[config.mk]
export PLATFORM = sky130hd
export DESIGN_NAME = dec_enc_unit
export DESIGN_NICKNAME = d
export VERILOG_FILES = /design/src/rtl/dec_enc_unit.sv
export SDC_FILE = /design/constraint.sdc
export NUM_CORES = 1
export LEC_CHECK = 0
export CORE_MARGIN = 10
export CORE_UTILIZATION = 54
export DETAILED_ROUTE_END_ITERATION = 10
export MAX_ROUTING_LAYER = met4
export PLACE_DENSITY = 0.9
export SLEW_MARGIN = 20
export SYNTH_ARGS = -nofsm -noshare
export SYNTH_HDL_FRONTEND = slang
export SYNTH_SLANG_ARGS = --single-unit
[constraint.sdc]
create_clock -name clk -period 3 [get_ports clk]
set_clock_uncertainty 0.05 [all_clocks]
set_input_delay 0.45 -clock clk [delete_from_list [all_inputs] [get_ports clk]]
set_output_delay 0.45 -clock clk [all_outputs]
set_load 0.01 [all_outputs]
[src/rtl/dec_enc_unit.sv]
// One-hot decode plus bit-serial priority encode and population count,
// with valid/ready handshakes on both request and result sides.
module dec_enc_unit #(
    parameter int IN_W  = 2,
    parameter int OUT_W = 1 << IN_W
) (
    input  logic             clk,
    input  logic             rst,
    input  logic             in_valid,
    output logic             in_ready,
    input  logic [1:0]       mode,
    input  logic [OUT_W-1:0] in_data,
    output logic             out_valid,
    input  logic             out_ready,
    output logic [OUT_W-1:0] out_data,
    output logic             out_found
);

    typedef enum logic [1:0] {IDLE, SCAN, DONE} state_t;

    localparam logic [1:0] M_DEC  = 2'd0;
    localparam logic [1:0] M_LOW  = 2'd1;
    localparam logic [1:0] M_HIGH = 2'd2;

    localparam logic [IN_W-1:0]  IDX_MAX = IN_W'(OUT_W - 1);
    localparam logic [OUT_W-1:0] ONE     = OUT_W'(1);

    state_t           state_q, state_d;
    logic [1:0]       mode_q, mode_d;
    logic [OUT_W-1:0] vec_q, vec_d;
    logic [IN_W-1:0]  idx_q, idx_d;
    logic [OUT_W-1:0] cnt_q, cnt_d;
    logic [OUT_W-1:0] data_q, data_d;
    logic             found_q, found_d;

    logic             hit;
    logic [OUT_W-1:0] idx_ext;

    assign hit     = vec_q[idx_q];
    assign idx_ext = OUT_W'(idx_q);

    always_ff @(posedge clk or posedge rst) begin
        if (rst) begin
            state_q <= IDLE;
            mode_q  <= '0;
            vec_q   <= '0;
            idx_q   <= '0;
            cnt_q   <= '0;
            data_q  <= '0;
            found_q <= 1'b0;
        end else begin
            state_q <= state_d;
            mode_q  <= mode_d;
            vec_q   <= vec_d;
            idx_q   <= idx_d;
            cnt_q   <= cnt_d;
            data_q  <= data_d;
            found_q <= found_d;
        end
    end

    always_comb begin
        state_d = state_q;
        mode_d  = mode_q;
        vec_d   = vec_q;
        idx_d   = idx_q;
        cnt_d   = cnt_q;
        data_d  = data_q;
        found_d = found_q;
        unique case (state_q)
            IDLE: begin
                if (in_valid && in_ready) begin
                    mode_d = mode;
                    vec_d  = in_data;
                    cnt_d  = '0;
                    unique case (mode)
                        M_DEC: begin
                            data_d  = ONE << in_data[IN_W-1:0];
                            found_d = 1'b1;
                            state_d = DONE;
                        end
                        M_HIGH: begin
                            idx_d   = IDX_MAX;
                            state_d = SCAN;
                        end
                        default: begin
                            idx_d   = '0;
                            state_d = SCAN;
                        end
                    endcase
                end
            end
            SCAN: begin
                unique case (mode_q)
                    M_LOW: begin
                        if (hit) begin
                            data_d  = idx_ext;
                            found_d = 1'b1;
                            state_d = DONE;
                        end else if (idx_q == IDX_MAX) begin
                            data_d  = '0;
                            found_d = 1'b0;
                            state_d = DONE;
                        end else begin
                            idx_d = idx_q + 1'b1;
                        end
                    end
                    M_HIGH: begin
                        if (hit) begin
                            data_d  = idx_ext;
                            found_d = 1'b1;
                            state_d = DONE;
                        end else if (idx_q == '0) begin
                            data_d  = '0;
                            found_d = 1'b0;
                            state_d = DONE;
                        end else begin
                            idx_d = idx_q - 1'b1;
                        end
                    end
                    default: begin
                        // popcount: the last bit is folded in on the final edge
                        cnt_d = cnt_q + OUT_W'(hit);
                        if (idx_q == IDX_MAX) begin
                            data_d  = cnt_d;
                            found_d = |cnt_d;
                            state_d = DONE;
                        end else begin
                            idx_d = idx_q + 1'b1;
                        end
                    end
                endcase
            end
            DONE: begin
                if (out_ready) begin
                    state_d = IDLE;
                end
            end
            default: state_d = IDLE;
        endcase
    end

    assign in_ready  = (state_q == IDLE) && !rst;
    assign out_valid = (state_q == DONE);
    assign out_data  = data_q;
    assign out_found = found_q;

endmodule

==> run metrics, run 1 <==
result of the run=finished, final reports clean; Slew Limit Fails=0; EDFF count, synth=0; WL/cell=between 15 and 20 um; M1 WL=roughly 1300 um; Mapped Cells=135; RD Place Congestion=about 0.89; vias post-DR=about 1,100; hold_ws=about 470 ps; Setup-failing EPs final=0; final period utilization=0.886; pre-CTS setup slack=~380 ps; FFs w/ async S/R, synth=1.00; Die Width=between 60 and 70 um; grt ovf=0; Yosys cell types=48; delay of the slowest cell on the worst path=slightly below 700 ps; CTS max path bufs=2; routed wl met2=between 1500 and 2000 um; Fin Setup TNS=0 ps; WP buf/inv=0; PortBufs=16; DP Wirelength=2330 um; Synth top area share=0.360; Final nets=~170; CP max FO=12; syn_area_per_cell=between 9 and 10 um^2; vias in the first global route=1,078; first-pass GRT wire length=around 5200 um; htree depth=1; core box area=2280 um^2; Inserted Clock Buffers=3; post-route ant nets=0; post-synthesis register bit count=19; met3 routed WL=213 um; CP Capture Type=register; worst skew pair latency=approximately 310 ps; warning count from the yosys run=0; dpl cells=roughly 170; num ports=17; Synth Cell Area=1320 um^2; initial antenna violation count=0; layout cell share with drive strength beyond 1=0.153; critical path required time=about 3200 ps; FP Rows=17; Leakage=roughly 0.66 nW; Non-Filler Instances=between 150 and 200; Area contributors post-synth=dfrtp_1 36%, mux2_4 4.5%, o21ai_0 4.2%; Setup CP Type=register to register; Top Metal Used=met4; DRC=0; unrepaired setup endpoints after global routing=no; die area=around 4800 um^2; number of hold buffers added after cts=0; Die Y=~69 um; syn nets=149; Yosys top cell by area=dfrtp_1; post-layout minimum cycle time=about 2700 ps; HP Class=register to register; Via density=a little over 6; Worst setup SP type=register; TritonCTS clock tree=yes; Ant. Diodes=0; Clock Tree Root=clkbuf_4; GRT Overall Usage=0.131; Critical Path Most Common Cell=ha_1; register area share after synthesis=0.360; P&R area growth vs syn=15.8%; pwr dens=about 1000 nW/um^2; Crit path max-delay family=multiplexers; Starting DRT DRC Count=94; most common cell after layout, fill and taps aside=dfrtp_1; most frequent cells in the layout=19 x dfrtp_1, 16 x clkdlybuf4s50_1, 11 x o21ai_0, 11 x nand2_1, 8 x inv_1; post-CTS setup buffer count=0; final WL=between 3000 and 4000 um; final worst slack=~340 ps; fmax=~380 MHz; Slowest-stage cell, CP=mux4_2; CTS resizes=0; relative max-transition margin=0.633; largest net degree at the start of global routing=21; fin util=0.673; fill count=approximately 180; maximum vdd ir drop=about 0.73 mV; 1st-pass router iterations=4; max_cap viols=0; most common flop cell mapped by yosys=dfrtp_1; final hold vios=0; Worst Tran Pin Value=roughly 550 ps; Initial Util=0.581; CTS clk-pin slew, worst paths=around 120 ps; Critical Path AT=~2800 ps; clk sinks=19; sequence of cells on the critical path=mux4_2, ha_1, ha_1, nor3_1, a31oi_1, o32a_1
-- per-stage QoR --
step / power, mW / cell area [um^2]
2_1_floorplan: 1.20 / 1320
3_3_place_gp: 1.40 / 1510
3_5_place_dp: 1.46 / 1510
4_1_cts: 1.60 / 1530
5_1_grt: 1.73 / 1530
6_report: 1.60 / 1530
-- path summary, 6_finish.rpt --
kind	to	slack, ps	start	cells past startpoint
max reg2reg	out_found	340	idx_q[0]	6
max	out_found	340	idx_q[0]	6
min in group asynchronous	cnt_q[3]	570	rst	3
min	out_data[2]	470	out_data[2]	1
max in group asynchronous	idx_q[1]	2110	rst	3
min reg2reg	out_data[2]	470	out_data[2]	1
-- registers in the layout, summed over array words and instances (netlist names) --
name / count
idx_q: 2
cnt_q: 4
out_found: 1
vec_q: 4
state_q: 2
out_data: 4
mode_q: 2
-- per-layer routing --
layer / GRT usage / vias to the layer above
met5: - / -
met4: 0.0466 / 0
met3: 0.0399 / 8
met2: 0.205 / 32
met1: 0.155 / 535
li1: - / 525
-- area by class of cell --
class / instances / area, um^2 / area share
multi-input combinational: 100 / 782 / 0.511
sequential: 19 / 475 / 0.310
inverter: 8 / 30.0 / 0.0196
clock buffer: 4 / 26.3 / 0.0172
timing repair buffer: 19 / 183 / 0.119
tap: 28 / 35.0 / 0.0229
-- cells in the mapped netlist (2+ instances only) --
cell / count
a21boi_0: 2
a21oi_1: 5
a31oi_1: 2
and2_1: 2
and3_1: 3
clkbuf_1: 6
dfrtp_1: 19
ha_1: 4
inv_1: 8
mux2_2: 4
mux2_4: 4
mux2i_1: 2
nand2_1: 11
nand2b_1: 2
nand3_1: 4
nand3b_1: 6
nor2_1: 5
nor2b_1: 2
nor3_1: 2
nor3b_1: 2
o21ai_0: 11
xnor2_1: 2
xor2_1: 2
-- cell families (layout without fill, tap and decap cells) --
logic type / Yosys count / after routing / share of synthesized area
buffers and inverters: 16 / 31 / 0.0492
AO/OA/AOI/OAI: 36 / 36 / 0.205
adder cells (fa/ha/maj): 4 / 4 / 0.0378
multiplexers: 12 / 12 / 0.120
XOR/XNOR: 4 / 4 / 0.0265
AND/OR/NAND/NOR: 44 / 44 / 0.202
flip-flops: 19 / 19 / 0.360
-- power by group --
| part | switching, mW | internal (mW) | total, mW |
|---|---|---|---|
| sequential | 0.135 | 0.363 | 0.498 |
| combinational | 0.497 | 0.471 | 0.968 |
| clock | 0.0842 | 0.0520 | 0.136 |
Note: power is estimated with default switching activity, not from simulation.
==> run 2: changes to the inputs <==
--- a/config.mk
+++ b/config.mk
@@ -5,7 +5,7 @@
 export SDC_FILE = /design/constraint.sdc
 export NUM_CORES = 1
 export LEC_CHECK = 0
-export CORE_MARGIN = 10
+export CORE_MARGIN = 4
 export CORE_UTILIZATION = 54
 export DETAILED_ROUTE_END_ITERATION = 10
 export MAX_ROUTING_LAYER = met4
==> run metrics, run 2 (same netlist as run 1, synthesis figures left out) <==
grt ovf=0; r2r setup slk=roughly 340 ps; fin util=0.673; CTS clk-pin slew, worst paths=110 ps; core box area=2280 um^2; most frequent cells in the layout=19 x dfrtp_1, 16 x clkdlybuf4s50_1, 11 x o21ai_0, 11 x nand2_1, 8 x inv_1; layout cell share with drive strength beyond 1=0.153; internal power=about 0.89 mW; Initial Util=0.581; vias in the first global route=approximately 1,100; pwr dens=1040 nW/um^2; first-pass GRT wire length=between 4000 and 5000 um; max_cap viols=0; Inserted Clock Buffers=3; Setup-failing EPs final=0; result of the run=finished, final reports clean; Hold Crit Endpoint=cnt_q[3]; critical path required time=3140 ps; CTS resizes=0; Leakage=roughly 0.66 nW; relative max-transition margin=0.629; CTS max path bufs=2; final period utilization=0.887; Final Instance Area=between 1500 and 2000 um^2; Via density=roughly 6.2; Final nets=165; GR peak layer=met2; largest net degree at the start of global routing=21; Global Route met1 Usage=0.258; 1st-pass router iterations=4; RD Place Congestion=0.928; switch share=0.443; maximum vdd ir drop=0.656 mV; met3 usage=0.0204; worst skew pair latency=~300 ps; CP max FO=12; number of hold buffers added after cts=0; PortBufs=16; FP Rows=17; Fin Setup TNS=0 ps; TritonCTS clock tree=yes; combinational power share=0.608; unrepaired setup endpoints after global routing=no; WL/cell=between 15 and 20 um; FF-to-FF End=out_found; most common cell after layout, fill and taps aside=dfrtp_1; Ant. Diodes=0; fill count=between 150 and 200; DRC=0; post-route ant nets=0; reg-to-reg startpoint=idx_q[0]; Clk pwr share=0.083; Starting DRT DRC Count=36; clk sinks=19; HP Class=register to register; Clock Tree Root=clkbuf_4; P&R area growth vs syn=15.8%; Setup CP Type=register to register; vias post-DR=approximately 1,100; worst hold path depth=2; sw power=approximately 0.70 mW; Worst Tran Pin Value=between 500 and 600 ps; sequential power share=0.309; post-CTS setup buffer count=0; Critical Path AT=approximately 2800 ps; CP Capture Type=register; Die Y=57.5 um; Min-Delay Startpoint=cnt_q[3]; num ports=17; DP Wirelength=2220 um; initial antenna violation count=0; post-layout minimum cycle time=2660 ps; htree depth=1; Slew Limit Fails=0; die area=3310 um^2; fmax=between 300 and 400 MHz; Die Width=roughly 57 um; Worst setup SP type=register; GRT Overall Usage=0.197; final WL=about 3000 um; worst reg2reg path depth=7; GR Util met2=0.321; final hold vios=0; placed cell area=approximately 1500 um^2
## run 2: through the flow
step                      hold WS, ps  worst slack (ps)  total power [mW]  instances
final                             470               339              1.59        178
after CTS                         480               357              1.59        178
after global placement            435               505              1.40        174
after global routing              501               211              1.72        178
after detailed placement          450               377              1.45        174
after floorplan                   360               803              1.20        135
## run 2: area by class of cell
class                   count  area, um^2  share of cell area
inverters                   8        30.0              0.0196
well taps                  28        35.0              0.0229
clock buffers               4        26.3              0.0172
multi-input cells         100         782               0.511
flip-flops and latches     19         475               0.310
repair buffers             19         183               0.119
## run 2: how the worst max path moves through the flow
stage / startpoint / to
after global placement: idx_q[0] / out_found
after global routing: idx_q[0] / out_found
after floorplan: idx_q[0] / out_found
after detailed placement: idx_q[0] / out_found
after CTS: idx_q[0] / out_found
final: idx_q[0] / out_found
## run 2: power by group through the flow
stage,Sequential (mW),Combinational (mW),Clock (mW)
floorplan,0.439,0.763,0
global placement,0.483,0.918,0
detailed placement,0.495,0.955,0
CTS,0.490,0.961,0.136
global route,0.512,1.06,0.148
finish,0.492,0.966,0.132
## run 2: worst max-delay path, stage by stage, from the launching register on
cell	delay, ps
dfrtp_1	640
mux4_2	670
ha_1	240
ha_1	220
xor2_1	170
nor3_1	150
a31oi_1	110
o32a_1	310
## run 2: metal layers
| layer | routed length (um) | vias up |
|---|---|---|
| met4 | 34 | 0 |
| met5 | 0 | - |
| met3 | 115 | 7 |
| met2 | 1580 | 27 |
| li1 | - | 521 |
| met1 | 1300 | 549 |
